File: src/rtl/range_pkg.sv
// Shared types and constants for the range display block.
package range_pkg;

   typedef enum logic [1:0] {
      ST_IDLE,
      ST_SHIFT,
      ST_LOAD
   } conv_state_t;

   localparam int unsigned MAX_DISPLAY = 9999;

   // Segment patterns {a,b,c,d,e,f,g}, active-high
   localparam logic [6:0] SEG_BLANK = 7'b0000000;
   localparam logic [6:0] SEG_DASH  = 7'b0000001;
   localparam logic [6:0] SEG_DIGIT [10] = '{
      7'b1111110, 7'b0110000, 7'b1101101, 7'b1111001, 7'b0110011,
      7'b1011011, 7'b1011111, 7'b1110000, 7'b1111111, 7'b1111011
   };

   // Non-decimal nibbles cannot come out of the converter; show them blank
   function automatic logic [6:0] seg_decode(input logic [3:0] nib);
      if (nib <= 4'd9) return SEG_DIGIT[nib];
      return SEG_BLANK;
   endfunction

endpackage

File: src/rtl/bin2bcd_seq.sv
// Sequential double-dabble converter with valid/ready input handshake.
module bin2bcd_seq
   import range_pkg::*;
#(
   parameter int unsigned DIST_W = 14
) (
   input  logic              clk,
   input  logic              rst,
   input  logic [DIST_W-1:0] dist_cm,
   input  logic              dist_valid,
   output logic              dist_ready,
   output logic [15:0]       bcd,
   output logic              ovr,
   output logic              done
);

   localparam int unsigned CNT_W = $clog2(DIST_W + 1);
   localparam int unsigned CMP_W = (DIST_W > 14) ? DIST_W : 14;

   conv_state_t       state;
   conv_state_t       state_nxt;
   logic [DIST_W-1:0] bin_sr;
   logic [15:0]       bcd_sr;
   logic [15:0]       bcd_adj;
   logic [CNT_W-1:0]  cnt;
   logic              ovr_r;
   logic              accept;

   assign accept = dist_valid && dist_ready;

   // State register
   always_ff @(posedge clk) begin
      if (rst) state <= ST_IDLE;
      else     state <= state_nxt;
   end

   // Next-state logic: one shift per input bit, then a single load cycle
   always_comb begin
      state_nxt = state;
      case (state)
         ST_IDLE:  if (accept) state_nxt = ST_SHIFT;
         ST_SHIFT: if (cnt == CNT_W'(1)) state_nxt = ST_LOAD;
         ST_LOAD:  state_nxt = ST_IDLE;
         default:  state_nxt = ST_IDLE;
      endcase
   end

   // Handshake and completion outputs
   always_comb begin
      dist_ready = (state == ST_IDLE) && !rst;
      done       = (state == ST_LOAD);
   end

   // Add-3 correction on every BCD nibble that is 5 or more
   always_comb begin
      bcd_adj = '0;
      for (int unsigned i = 0; i < 4; i++) begin
         if (bcd_sr[4*i +: 4] >= 4'd5) bcd_adj[4*i +: 4] = bcd_sr[4*i +: 4] + 4'd3;
         else                          bcd_adj[4*i +: 4] = bcd_sr[4*i +: 4];
      end
   end

   // Conversion datapath: capture on accept, correct-and-shift while busy
   always_ff @(posedge clk) begin
      if (rst) begin
         bin_sr <= '0;
         bcd_sr <= '0;
         cnt    <= '0;
         ovr_r  <= 1'b0;
      end else begin
         case (state)
            ST_IDLE: begin
               if (accept) begin
                  bin_sr <= dist_cm;
                  bcd_sr <= '0;
                  cnt    <= CNT_W'(DIST_W);
                  ovr_r  <= (CMP_W'(dist_cm) > CMP_W'(MAX_DISPLAY));
               end
            end
            ST_SHIFT: begin
               {bcd_sr, bin_sr} <= {bcd_adj[14:0], bin_sr, 1'b0};
               cnt              <= cnt - CNT_W'(1);
            end
            default: ;
         endcase
      end
   end

   assign bcd = bcd_sr;
   assign ovr = ovr_r;

endmodule

File: src/rtl/range_display.sv
// Distance readout: BCD conversion feeding a 4-digit multiplexed 7-segment display.
module range_display
   import range_pkg::*;
#(
   parameter int unsigned CLK_HZ     = 27000000,
   parameter int unsigned SCAN_HZ    = 1000,
   parameter int unsigned DIST_W     = 14,
   parameter int unsigned LEAD_BLANK = 1
) (
   input  logic              clk,
   input  logic              rst,
   input  logic [DIST_W-1:0] dist_cm,
   input  logic              dist_valid,
   output logic              dist_ready,
   output logic [6:0]        seg_out,
   output logic [3:0]        digit_en,
   output logic [15:0]       bcd_out
);

   localparam int unsigned SCAN_RAW = CLK_HZ / (SCAN_HZ * 4);
   localparam int unsigned SCAN_DIV = (SCAN_RAW < 1) ? 1 : SCAN_RAW;
   localparam int unsigned PRE_W    = (SCAN_DIV > 1) ? $clog2(SCAN_DIV) : 1;

   logic [15:0]      conv_bcd;
   logic             conv_ovr;
   logic             conv_done;
   logic             ovr_disp;
   logic [PRE_W-1:0] presc;
   logic [1:0]       scan_idx;
   logic [6:0]       seg_nxt;
   logic [15:0]      upper;

   bin2bcd_seq #(
      .DIST_W(DIST_W)
   ) u_conv (
      .clk        (clk),
      .rst        (rst),
      .dist_cm    (dist_cm),
      .dist_valid (dist_valid),
      .dist_ready (dist_ready),
      .bcd        (conv_bcd),
      .ovr        (conv_ovr),
      .done       (conv_done)
   );

   // Displayed value and over-range flag update together on conversion done
   always_ff @(posedge clk) begin
      if (rst) begin
         bcd_out  <= '0;
         ovr_disp <= 1'b0;
      end else if (conv_done) begin
         bcd_out  <= conv_bcd;
         ovr_disp <= conv_ovr;
      end
   end

   // Prescaler and digit scan index
   always_ff @(posedge clk) begin
      if (rst) begin
         presc    <= '0;
         scan_idx <= '0;
      end else if (presc == PRE_W'(SCAN_DIV - 1)) begin
         presc    <= '0;
         scan_idx <= scan_idx + 2'd1;
      end else begin
         presc    <= presc + PRE_W'(1);
      end
   end

   // Segment pattern for the digit currently selected by the scan index
   always_comb begin
      upper   = bcd_out >> {scan_idx, 2'b00};
      seg_nxt = seg_decode(bcd_out[{scan_idx, 2'b00} +: 4]);
      if (ovr_disp)
         seg_nxt = SEG_DASH;
      else if ((LEAD_BLANK != 0) && (scan_idx != 2'd0) && (upper == '0))
         seg_nxt = SEG_BLANK;
   end

   // Registered display drive, one cycle behind the scan index
   always_ff @(posedge clk) begin
      if (rst) begin
         seg_out  <= '0;
         digit_en <= 4'b0001;
      end else begin
         seg_out  <= seg_nxt;
         digit_en <= 4'b0001 << scan_idx;
      end
   end

endmodule

File: config.mk
export PLATFORM = sky130hd
export DESIGN_NAME = range_display
export DESIGN_NICKNAME = d
export VERILOG_FILES = /design/src/rtl/range_pkg.sv /design/src/rtl/bin2bcd_seq.sv /design/src/rtl/range_display.sv
export SDC_FILE = /design/constraint.sdc
export NUM_CORES = 1
export LEC_CHECK = 0
export ABC_AREA = 0
export CORE_MARGIN = 2
export CORE_UTILIZATION = 52
export CTS_BUF_LIST = sky130_fd_sc_hd__clkbuf_16
export DETAILED_ROUTE_END_ITERATION = 7
export DONT_BUFFER_PORTS = 1
export HOLD_SLACK_MARGIN = 0.03
export PLACE_DENSITY_LB_ADDON = 0.2
export RECOVER_POWER = 50
export SLEW_MARGIN = 20
export SYNTH_ARGS = -nofsm -noshare
export SYNTH_HDL_FRONTEND = slang
export SYNTH_SLANG_ARGS = --single-unit
File: constraint.sdc
create_clock -name clk -period 2.2 [get_ports clk]
set_input_delay 0.44 -clock clk [delete_from_list [all_inputs] [get_ports clk]]
set_output_delay 0.44 -clock clk [all_outputs]
set_load 0.01 [all_outputs]
==> results of run 1 <==
power breakdown:
group          leakage [nW]  total, mW  switching [mW]  internal, mW
Sequential            0.652       1.53          0.0338          1.49
Clock                 0.137       1.36           0.596         0.763
Combinational         0.664      0.152          0.0966        0.0555
cells in the final DEF (no fill, tap or decap), types with 13 or more instances in the layout:
master / n
dfxtp_1: 79
nand2_1: 75
nor2_1: 56
a21oi_1: 46
ha_1: 18
inv_1: 17
nand3_1: 17
nor3_1: 16
o21ai_0: 14
a311oi_1: 13
per-layer routing:
metal / vias to the layer above / share of wire (%) / GRT usage [%]
li1: 1536 / - / -
met1: 1423 / 46 / 27.45
met2: 60 / 48 / 34.59
met3: 8 / 5.0 / 5.597
met4: 0 / 1.1 / 7.576
met5: - / 0 / 0
per-stage QoR:
stage               hold WS, ns  worst slack [ns]  area (µm²)  setup TNS (ns)  power, mW
floorplan                0.4321          -0.03884        3724        -0.03884      1.696
global placement         0.4381           0.05388        3886               0      1.717
detailed placement       0.4431         -0.001564        3886       -0.001564      1.722
CTS                      0.1641         -0.001436        4169       -0.001436      3.080
global route             0.1551          -0.03072        4101         -0.1527      3.166
finish                   0.1785           0.03819        4101               0      3.039
worst max-delay path, stage by stage (launching register included):
cell and delay [ns]:
dfxtp_4 0.37, mux4_2 0.53, inv_2 0.10, ha_4 0.13
or4b_4 0.44, a211o_1 0.28, a21oi_1 0.14, nor3_1 0.06
flip-flops by register name, indices dropped and copies added (netlist names):
name	cells
u_conv.state	2
ovr_disp	1
scan_idx	2
digit_en	4
seg_out	7
u_conv.bcd	16
u_conv.cnt	4
presc	13
bcd_out	16
u_conv.bin_sr	14
u_conv.ovr	1
worst min path at each step:
| stage | startpoint | end | slack [ns] |
|---|---|---|---|
| global route | rst | scan_idx[0]$_SDFFE_PP0P_ | 0.16 |
| global placement | u_conv.ovr$_SDFFE_PP0P_ | u_conv.ovr$_SDFFE_PP0P_ | 0.44 |
| finish | rst | u_conv.bin_sr[4]$_SDFFE_PP0P_ | 0.18 |
| detailed placement | u_conv.ovr$_SDFFE_PP0P_ | u_conv.ovr$_SDFFE_PP0P_ | 0.44 |
| floorplan | u_conv.ovr$_SDFFE_PP0P_ | ovr_disp$_SDFFE_PP0N_ | 0.43 |
| CTS | rst | scan_idx[0]$_SDFFE_PP0P_ | 0.16 |
final cells by class:
type	count	area (µm²)
sequential	80	1605
inverter	18	67.56
clock buffer	9	225.2
clock inverter	7	47.55
timing repair buffer	20	110.1
fill	641	2730
tap	96	120.1
multi-input combinational	324	1926
cells by family after synthesis:
kind of cell             count (synthesis)  share of synthesized area (%)
buffers and inverters                   42                          4.862
flip-flops                              80                          43.21
AND/OR/NAND/NOR                        196                          24.41
adder cells (fa/ha/maj)                 19                          6.415
XOR/XNOR                                18                          4.254
multiplexers                             8                          3.511
AO/OA/AOI/OAI                           83                          13.34
timing repair:
action | CTS | global route
pin swaps | 3 | 1
gates resized for setup | 1 | 0
setup endpoints to repair | 1 | 7
buffers inserted | 1 | 0
==> metrics.txt, run 1 <==
worst path required time 2.42 ns; area delta synth->final 10.67%; Min-Delay Path Class input pin to flip-flop; clk sinks 80; Max-Cap Viols 0; DIE WIDTH 88.42 µm; fmax 462.6 MHz; Slew headroom 43.51%; count leader, synth dfxtp_1; top cells by count, synth dfxtp_1 (80), nand2_1 (75), nor2_1 (56); initial antenna violation count 0; maximum clock insertion buffer count 2; diodes inserted 0; CP Capture Type flip-flop; Cells after Synth 446; utilization after layout 60.04%; clock skew 0.006160 ns; Post-Layout Cell Count 554; WL/cell 14.15 µm; Synth top area share 43.21%; DRT antenna net count 0; Critical Path Fanout Max 3; die height 88.42 µm; mapped cell area 0.003706 mm²; Post-synth EDFFs 0; peak supply drop 0.5402 mV; clock insertion delay at the later pin of the skew report 0.33 ns; Synth cell types 41; DR iter-0 viols 125; Critical Path AT 2.39 ns; first-pass GRT wire length 12.99 mm; critical path class flip-flop to flip-flop; final hold vios 0; worst r2r src scan_idx[0]$_SDFFE_PP0P_; DRC viols 0; total global routing overflow 0; number of global-route vias before repair 2,769; R2R Setup Slk 0.04 ns; CTS tree built; DR pass1 iterations 4; Tot GR Track Use 21.28%; Async S/R FF share, synth 0%; ranking of synthesized cells by area dfxtp_1 (43%), nand2_1 (7.6%), ha_1 (6.4%), a21oi_1 (6.2%), nor2_1 (5.7%); period utilization 98.26%; syn nets 482; clock root cell clkbuf_16; Worst-Margin Slew 0.8474 ns; routability cong. 0.8296; dpl hpwl 5.316 mm; Die Footprint 0.007818 mm²; Primary FF master, synth dfxtp_1; IO Port Bufs 0; layout cell share with drive strength beyond 1 9.170%; final wirelength 7.839 mm; CTS Hold Bufs 0; via count 3,027; Final nets 489; cts bufs inserted 9; LEAKAGE 1.453 nW; # rows 30; syn_area_per_cell 8.310 µm²; register area share after synthesis 43.21%; flop and latch count out of synthesis 80; cell taking the most area after synthesis dfxtp_1; yosys warns 0; Tmin final 2.162 ns; H-tree lvl count 3; post-placement cell count 537; R2R cell count 7; RSZ-0062 raised after global routing yes; Worst Setup SP scan_idx[0]$_SDFFE_PP0P_; setup violators final 0; hold path depth 1; element type at the critical path start flip-flop; Core Area 0.006832 mm²; Starting Density 54.25%; Ports 45; Critical Path Sink seg_out[0]$_SDFF_PP0_; clock transition at the registers of the reported paths 0.06 ns; R2R Path End seg_out[0]$_SDFF_PP0_; PD cells 741.0 mW/mm²; status completed; largest net degree at the start of global routing 66; Vias per Instance 5.464; max-slew violation count 0
(Power assumes the default switching activity.)
==> inputs of run 2 (changes only) <==
--- a/config.mk
+++ b/config.mk
@@ -14,7 +14,7 @@
 export HOLD_SLACK_MARGIN = 0.03
 export PLACE_DENSITY_LB_ADDON = 0.2
 export RECOVER_POWER = 50
-export SLEW_MARGIN = 20
+export SLEW_MARGIN = 10
 export SYNTH_ARGS = -nofsm -noshare
 export SYNTH_HDL_FRONTEND = slang
 export SYNTH_SLANG_ARGS = --single-unit
==> results of run 2 <==
The final DEF is identical to that of run 1; final timing and power are the same.
